<file path="config.mk">
export PLATFORM = sky130hd
export DESIGN_NAME = alu_seq
export DESIGN_NICKNAME = d
export VERILOG_FILES = /design/src/rtl/alu_seq.sv
export SDC_FILE = /design/constraint.sdc
export NUM_CORES = 1
export LEC_CHECK = 0
export BUFFER_PORTS_ARGS = -buffer_cell sky130_fd_sc_hd__buf_2
export CORE_UTILIZATION = 30
export DETAILED_ROUTE_END_ITERATION = 7
export SYNTH_ARGS = -nofsm -noshare
export SYNTH_HDL_FRONTEND = slang
export SYNTH_SLANG_ARGS = --single-unit
</file>
<file path="constraint.sdc">
create_clock -name hz100 -period 6.5 [get_ports hz100]
set_input_delay 0 -clock hz100 [delete_from_list [all_inputs] [get_ports hz100]]
set_output_delay 0 -clock hz100 [all_outputs]
set_load 0.1 [all_outputs]
</file>
<file path="src/rtl/alu_seq.sv">
// rtl/alu_seq.sv - WIDTH-bit sequential ALU with accumulator, flags and start/busy/done handshake
module alu_seq #(
    parameter int WIDTH = 8
) (
    input  logic             hz100,
    input  logic             reset,
    input  logic             start,
    input  logic [3:0]       op,
    input  logic [WIDTH-1:0] a,
    input  logic [WIDTH-1:0] b,
    input  logic             cin,
    input  logic             use_acc,
    input  logic             wr_acc,
    input  logic             clr,
    output logic             busy,
    output logic             done,
    output logic [WIDTH-1:0] result,
    output logic [WIDTH-1:0] acc,
    output logic             flag_z,
    output logic             flag_n,
    output logic             flag_c,
    output logic             flag_v
);

    localparam int CNTW = $clog2(WIDTH + 1);
    localparam logic [WIDTH:0] WIDTH_EXT = (WIDTH + 1)'(WIDTH);

    localparam logic [3:0] OP_ADD   = 4'd0;
    localparam logic [3:0] OP_SUB   = 4'd1;
    localparam logic [3:0] OP_NOT   = 4'd2;
    localparam logic [3:0] OP_AND   = 4'd3;
    localparam logic [3:0] OP_OR    = 4'd4;
    localparam logic [3:0] OP_XOR   = 4'd5;
    localparam logic [3:0] OP_SHL   = 4'd6;
    localparam logic [3:0] OP_SHR   = 4'd7;
    localparam logic [3:0] OP_ASR   = 4'd8;
    localparam logic [3:0] OP_MUL   = 4'd9;
    localparam logic [3:0] OP_PASSB = 4'd10;

    typedef enum logic [1:0] {IDLE, SHIFT, MUL} state_t;

    state_t             state, state_n;
    logic [3:0]         op_q;
    logic               wr_q;
    logic [WIDTH-1:0]   work;
    logic [2*WIDTH-1:0] mcand;
    logic [2*WIDTH-1:0] prod;
    logic [2*WIDTH-1:0] prod_next;
    logic [CNTW-1:0]    cnt;
    logic [CNTW-1:0]    k_eff;

    logic [WIDTH-1:0]   a_sel;
    logic [WIDTH-1:0]   b_op;
    logic [WIDTH:0]     sum;
    logic [WIDTH-1:0]   sc_result;
    logic               sc_c;
    logic               sc_v;
    logic               is_shift;
    logic               multi;
    logic               last;

    logic [WIDTH-1:0]   sh_next;
    logic               sh_c;

    logic               fin_valid;
    logic [WIDTH-1:0]   fin_result;
    logic               fin_c;
    logic               fin_v;
    logic               fin_wr;

    assign busy = (state != IDLE);
    assign last = (cnt == CNTW'(1));

    // Single-cycle datapath works directly on the live inputs in the start cycle.
    always_comb begin
        a_sel     = use_acc ? acc : a;
        b_op      = (op == OP_SUB) ? ~b : b;
        sum       = {1'b0, a_sel} + {1'b0, b_op} + {{WIDTH{1'b0}}, cin};
        k_eff     = ({1'b0, b} >= WIDTH_EXT) ? CNTW'(WIDTH) : CNTW'(b);
        is_shift  = (op == OP_SHL) || (op == OP_SHR) || (op == OP_ASR);
        multi     = (is_shift && (k_eff != '0)) || (op == OP_MUL);
        sc_result = '0;
        sc_c      = 1'b0;
        sc_v      = 1'b0;
        case (op)
            OP_ADD, OP_SUB: begin
                sc_result = sum[WIDTH-1:0];
                sc_c      = sum[WIDTH];
                sc_v      = (a_sel[WIDTH-1] == b_op[WIDTH-1]) && (sum[WIDTH-1] != a_sel[WIDTH-1]);
            end
            OP_NOT:                 sc_result = ~a_sel;
            OP_AND:                 sc_result = a_sel & b;
            OP_OR:                  sc_result = a_sel | b;
            OP_XOR:                 sc_result = a_sel ^ b;
            OP_SHL, OP_SHR, OP_ASR: sc_result = a_sel;
            OP_PASSB:               sc_result = b;
            default:                sc_result = '0;
        endcase
    end

    always_comb begin
        sh_next = {work[WIDTH-2:0], 1'b0};
        sh_c    = work[WIDTH-1];
        case (op_q)
            OP_SHR: begin
                sh_next = {1'b0, work[WIDTH-1:1]};
                sh_c    = work[0];
            end
            OP_ASR: begin
                sh_next = {work[WIDTH-1], work[WIDTH-1:1]};
                sh_c    = work[0];
            end
            default: ;
        endcase
        prod_next = prod + (work[0] ? mcand : '0);
    end

    // Selects which path delivers a completed result this cycle.
    always_comb begin
        fin_valid  = 1'b0;
        fin_result = '0;
        fin_c      = 1'b0;
        fin_v      = 1'b0;
        fin_wr     = 1'b0;
        case (state)
            IDLE: begin
                if (start && !multi) begin
                    fin_valid  = 1'b1;
                    fin_result = sc_result;
                    fin_c      = sc_c;
                    fin_v      = sc_v;
                    fin_wr     = wr_acc && (op <= OP_PASSB);
                end
            end
            SHIFT: begin
                if (last) begin
                    fin_valid  = 1'b1;
                    fin_result = sh_next;
                    fin_c      = sh_c;
                    fin_wr     = wr_q;
                end
            end
            MUL: begin
                if (last) begin
                    fin_valid  = 1'b1;
                    fin_result = prod_next[WIDTH-1:0];
                    fin_c      = |prod_next[2*WIDTH-1:WIDTH];
                    fin_wr     = wr_q;
                end
            end
            default: ;
        endcase
    end

    always_comb begin
        state_n = state;
        if (clr) begin
            state_n = IDLE;
        end else begin
            case (state)
                IDLE:       if (start && multi) state_n = (op == OP_MUL) ? MUL : SHIFT;
                SHIFT, MUL: if (last) state_n = IDLE;
                default:    state_n = IDLE;
            endcase
        end
    end

    always_ff @(posedge hz100 or negedge reset) begin
        if (!reset) state <= IDLE;
        else        state <= state_n;
    end

    always_ff @(posedge hz100 or negedge reset) begin
        if (!reset) begin
            done   <= 1'b0;
            result <= '0;
            acc    <= '0;
            flag_z <= 1'b0;
            flag_n <= 1'b0;
            flag_c <= 1'b0;
            flag_v <= 1'b0;
            op_q   <= '0;
            wr_q   <= 1'b0;
            work   <= '0;
            mcand  <= '0;
            prod   <= '0;
            cnt    <= '0;
        end else if (clr) begin
            done   <= 1'b0;
            result <= '0;
            acc    <= '0;
            flag_z <= 1'b0;
            flag_n <= 1'b0;
            flag_c <= 1'b0;
            flag_v <= 1'b0;
            cnt    <= '0;
        end else begin
            done <= fin_valid;
            if (fin_valid) begin
                result <= fin_result;
                flag_z <= (fin_result == '0);
                flag_n <= fin_result[WIDTH-1];
                flag_c <= fin_c;
                flag_v <= fin_v;
                if (fin_wr) acc <= fin_result;
            end
            case (state)
                IDLE: begin
                    if (start && multi) begin
                        op_q <= op;
                        wr_q <= wr_acc;
                        prod <= '0;
                        if (op == OP_MUL) begin
                            work  <= b;
                            mcand <= {{WIDTH{1'b0}}, a_sel};
                            cnt   <= CNTW'(WIDTH);
                        end else begin
                            work  <= a_sel;
                            mcand <= '0;
                            cnt   <= k_eff;
                        end
                    end
                end
                SHIFT: begin
                    work <= sh_next;
                    cnt  <= cnt - CNTW'(1);
                end
                MUL: begin
                    prod  <= prod_next;
                    mcand <= {mcand[2*WIDTH-2:0], 1'b0};
                    work  <= {1'b0, work[WIDTH-1:1]};
                    cnt   <= cnt - CNTW'(1);
                end
                default: ;
            endcase
        end
    end

endmodule

</file>
# [Yosys cells after proc, flatten, opt, wreduce, memory -nomap -nowiden]
# Index checks and enable logic that the tools add are counted.
[op_classes] addsub=4 order_cmp=2 n_eq_ne=20 mux=56 n_bitwise=6 reduce_logical=30
[ops] op="$mux W8" count=13
[ops] op="$pmux W16 S2" count=2
[ops] op="$pmux W8 S7" count=1
[ops] op="$mux W16" count=3
[ops] op="$pmux W8 S3" count=2
[ops] op="$mux W1" count=21
[ops] op="$eq A4 B3 Y1 const B" count=5
[ops] op="$add A16 B16 Y16" count=1
[ops] op="$eq A4 B4 Y1 const B" count=4
[ops] op="$mux W4" count=4
[ops] op="$not A8 Y8" count=2
[ops] op="$pmux W8 S2" count=1
[ops] op="$add A8 B8 Y9" count=1
[ops] op="$add A9 B1 Y9" count=1
[ops] op="$reduce_and A3 Y1" count=3
[ops] op="$and A8 B8 Y8" count=1
[ops] op="$eq A4 B1 Y1 const B" count=2
[ops] op="$eq A4 B2 Y1 const B" count=2
[ops] op="$ge A8 B4 Y1 const B" count=1
[ops] op="$logic_not A8 Y1" count=1
[ops] op="$mux W2" count=4
[ops] op="$or A8 B8 Y8" count=1
[ops] op="$pmux W4 S2" count=1
[ops] op="$reduce_bool A2 Y1" count=4
[ops] op="25 further kinds" count=37
[totals] register_bits=72 input_bits=27 output_inout_bits=22 wordCells=132

# [Longest topological paths before layout]
[depth] word_depth=12 depth_mapped=15 ltp_nobuf=13

# [Worst setup path after synthesis]
# Ideal clock, no wire load.
[synth_path] kind="reg-to-reg" start="reg acc[0]" end="reg flag_c" setup_time_ps=129 arrival_time_ps=3303 required_time_ps=6371 slack_ps=3068 path_stages_with_launch=11 n_path_buf=0 synth_period_minus_slack_ps=3432 path_cell_list="dfrtp_1 > mux2i_1 > fa_1 > inv_1 > fa_1 > nand3_1 > a21oi_1 > o21ai_0 > a2111oi_0 > or4_1 > o41a_1"
[synth_via] elab_chain_cells=8
[synth_rtl] item="from (decl)" line="18" source="output logic [WIDTH-1:0] acc,"
[synth_rtl] item="from (signal assigned)" line="205" source="if (fin_wr) acc <= fin_result;"
[synth_rtl] item="$mux W8" line="76" source="a_sel = use_acc ? acc : a;"
[synth_rtl] item="$add A8 B8 Y9" line="78" source="sum = {1'b0, a_sel} + {1'b0, b_op} + {{WIDTH{1'b0}}, cin};"
[synth_rtl] item="$add A9 B1 Y9" line="78"
[synth_rtl] item="$mux W1" line="85" source="case (op)"
[synth_rtl] item="$mux W1" line="127" source="if (start && !multi) begin"
[synth_rtl] item="$pmux W1 S3" line="125" source="case (state)"
[synth_rtl] item="$mux W1" line="199" source="if (fin_valid) begin"
[synth_rtl] item="$mux W1" line="188" source="end else if (clr) begin"
[synth_rtl] item="to (signal assigned)" line="203" source="flag_c <= fin_c;"
[synth_rtl] item="to (decl)" line="21" source="output logic flag_c,"
# No other way between the ends. The select of a mux whose other input is x is not followed.
# A chain may end at the register's enable or synchronous reset.

# [Worst setup path in the final report]
[layout_path] start="in op[2]" end="reg flag_c"
[layout_via] elab_chain_cells=11 elab_cells_between_ends=24 cone_classes="add/sub (2); eq/ne (5); mux (8); reduce/logical (9)"
[layout_rtl] item="from (decl)" line="8" source="input logic [3:0] op,"
[layout_rtl] item="parallel branches: the longest is 11 deep, another holds $add A8 B8 Y9"
# Parallel ways; which one is timed is not known. The select of a mux whose other input is x is not followed.

==> metrics.txt <==
Leak=about 3.1 nW; clk buf depth=2; Worst Path Buf+Inv=2; core area=19500 um^2; Netlist cell types=around 80; Sequential Power Share=37.6%; multi-input logic area=between 3000 and 4000 um^2; Die ar.=around 21000 um^2; clock network fraction of total power=around two fifths; CTS tree=yes; ANT nets after route=0; Switching Fraction=33.1%; Worst Setup Start Kind=primary input; Vias/cell=between 5 and 6; I/O pin total=49; worst-skew pair later-pin latency=~0.35 ns; initial DRC count=460; cell count after synthesis=between 700 and 800; peak supply drop=0.103 mV; max cap viols=0; Synth async-reset ratio=100%; final HPWL from detailed placement=about 14000 um; antenna violations before repair=0; Fin Setup TNS=0 ns; final net count=856; Initial Util=30.8%; fin crit period=4.11 ns; Sw Pwr=457 uW; # resized after CTS=0; Buffers on Ports=48; CP Class=in2reg; first-pass GRT wire length=29400 um; WP data required=6.78 ns; clock transition at the registers of the reported paths=0.06 ns; syn_nets=approximately 830; mapped cell area=6010 um^2; most common cell after layout, fill and taps aside=nand2_1; Max Clock Skew=slightly below 0.008 ns; Seq. cell area=1780 um^2; Root Driver=clkbuf_16; gr ovfl total=0; fin. max-slew vios=0; outcome=completed; final setup fails=0; GRT Util Overall=18.8%; Syn Area/Cell=8.00 um^2; H-tree lvl count=3; # fillers=2071; worst stage delay on the critical path=0.94 ns; critical-path maximum fanout=33; Final Hold Vio Count=0; Worst Tran Pin Value=1.09 ns; Post-synth EDFFs=0; PD cells=between 200 and 250 nW/um^2; Hold WS=about 0.022 ns; Cell Int Power=924 uW; Slew headroom=25.1%; Num Clock Sinks=71; TritonCTS Buffers=9; layout cells sized above 1=12.2%; slowest CP cell=a2111oi_0; CP delay by family, top=compound AO/OA/AOI/OAI gates; setup bufs post-CTS=0; Comb power frac=22.2%; Ant. Diodes=0; Area Growth Syn to Fin=13.9%; Total Wirelength=18700 um; wire per inst=17.8 um; row cnt=51; drc violations=0; sequential-to-total area share from yosys stat=29.6%; Hold WC Path Type=in2reg; synth warn=0; critical path capture point type=flop; critical path cell sequence=buf_2 -> or3_1 -> nor2_1 -> xnor2_1 -> fa_1 -> inv_1 -> fa_1 -> nand3_1 -> a21oi_1 -> o21ai_0 -> a2111oi_0 -> o21ai_0 -> nand2_1 -> o41a_1; First-pass DRT Iterations=5; routability cong.=around 0.95; hold path startpoint=clr; final worst path period share=63.2%; RR Startpoint=acc[4]; largest net degree at the start of global routing=72; RSZ-0062 raised after global routing=false; commonest non-fill, non-tap cells in the layout=107 x nand2_1, 71 x dfrtp_1, 52 x a21oi_1, 49 x nor2_1, 47 x buf_2; fmax=around 240 MHz; DR vias=between 5000 and 6000; Post-synth top flop=dfrtp_1; Die X=144 um; #FFs+latches synth=71; vias in the first global route=around 5300; crit path DAT=4.39 ns; Worst Setup SP=op[2]; Die Y=around 140 um
-- per-stage QoR --
step,setup WS (ns),instance area [um^2],power (mW),util (%),cells
5_1_grt,2.25,6840,1.44,35.1,1052
4_1_cts,2.56,6840,1.39,35.1,1052
3_5_place_dp,2.22,6490,0.828,33.3,1034
6_report,2.39,6840,1.38,35.1,1052
2_1_floorplan,3.07,6010,0.727,-,751
3_3_place_gp,2.32,6490,0.826,33.3,1034
-- sequential cells by signal, indices dropped and copies added, names as in the netlist --
name    flops
result      8
flag_z      1
done        1
wr_q        1
op_q        4
flag_v      1
work        8
prod       16
flag_c      1
mcand      16
state       2
acc         8
cnt         4
-- layout make-up --
| type | instances | share of cell area [%] |
|---|---|---|
| Clock buffer | 10 | 3.49 |
| Clock inverter | 6 | 1.32 |
| Inverter | 43 | 2.36 |
| Multi-Input combinational cell | 597 | 57.1 |
| Sequential cell | 71 | 26.0 |
| Tap cell | 265 | 4.84 |
| Timing Repair Buffer | 60 | 4.94 |
-- repair_timing --
item | in CTS | in global routing
hold buffers | 2 | 0
hold endpoints to repair | 72 | 0
setup endpoints to repair | 0 | 0
-- worst reg2reg max path, stage by stage, from the launching register on --
cell and delay, ns:
dfrtp_1 0.40, mux2i_1 0.77, inv_1 0.18, ha_1 0.41
inv_1 0.10, a21oi_1 0.25, o21ai_0 0.17, a2111oi_0 0.94
o21ai_0 0.21, nand2_1 0.11, o41a_1 0.14
-- power groups by stage --
stage                     sequential, mW  clock [mW]  combinational, mW
after floorplan                    0.533           0              0.193
after global placement             0.524           0              0.302
after detailed placement           0.526           0              0.302
after CTS                          0.518       0.568              0.304
after global routing               0.523       0.585              0.334
final                              0.520       0.555              0.306
-- synthesized netlist by cell type, types with 4 or more instances --
cell type,instances,area share [%]
or4b_1,4,0.67
xnor2_1,19,2.8
a211oi_1,16,2.0
o21ai_1,27,2.2
a22oi_1,5,0.62
a22o_1,5,0.73
mux2_2,4,0.75
o21ai_0,26,2.2
dfrtp_1,71,30
a31oi_1,9,0.94
o22ai_1,6,0.62
nand2b_1,6,0.62
o2111ai_1,4,0.58
o31ai_1,11,1.4
nand3_1,32,2.7
a21oi_1,52,4.3
and2_1,19,2.0
nor2b_1,4,0.42
nand4_1,5,0.52
a32o_1,4,0.67
o211ai_1,7,0.87
mux2i_1,18,3.0
a21o_1,7,0.87
clkbuf_1,33,2.1
xor2_1,5,0.73
nor2_1,49,3.1
nor3_1,20,1.7
and3_1,6,0.62
or2_2,5,0.52
ha_1,44,9.2
a311oi_1,4,0.58
inv_1,40,2.5
nand2_1,107,6.7
a31o_1,4,0.58
-- per-layer routing --
layer  track usage [%]  vias to the layer above  share of wire, %
met3              2.67                       26               5.9
li1                  -                     2775                 -
met2              28.7                      200                44
met5                 0                        -                 0
met1              26.6                     2713                48
met4              7.22                        0               2.1
-- worst paths after layout --
kind	endpoint	slack, ns	depth (start not counted)
hold reg to reg	mcand[15]	0.47	2
max in group asynchronous	wr_q	5.56	2
min in group asynchronous	mcand[10]	0.35	2
setup / recovery	flag_c	2.39	14
hold / removal	cnt[1]	0.02	2
setup reg to reg	flag_c	2.76	10
-- kinds of logic (layout without fill, tap and decap cells) --
| kind of cell | Yosys count | in the layout | share of synthesized area [%] |
|---|---|---|---|
| xor+xnor | 24 | 24 | 3.50 |
| fa+ha+maj | 47 | 47 | 10.2 |
| compound gates | 219 | 219 | 24.2 |
| simple gates | 283 | 283 | 23.0 |
| mux | 24 | 24 | 4.12 |
| flops | 71 | 71 | 29.6 |
| buf+inv | 83 | 119 | 5.41 |
Power figures use the tool's default switching activity.
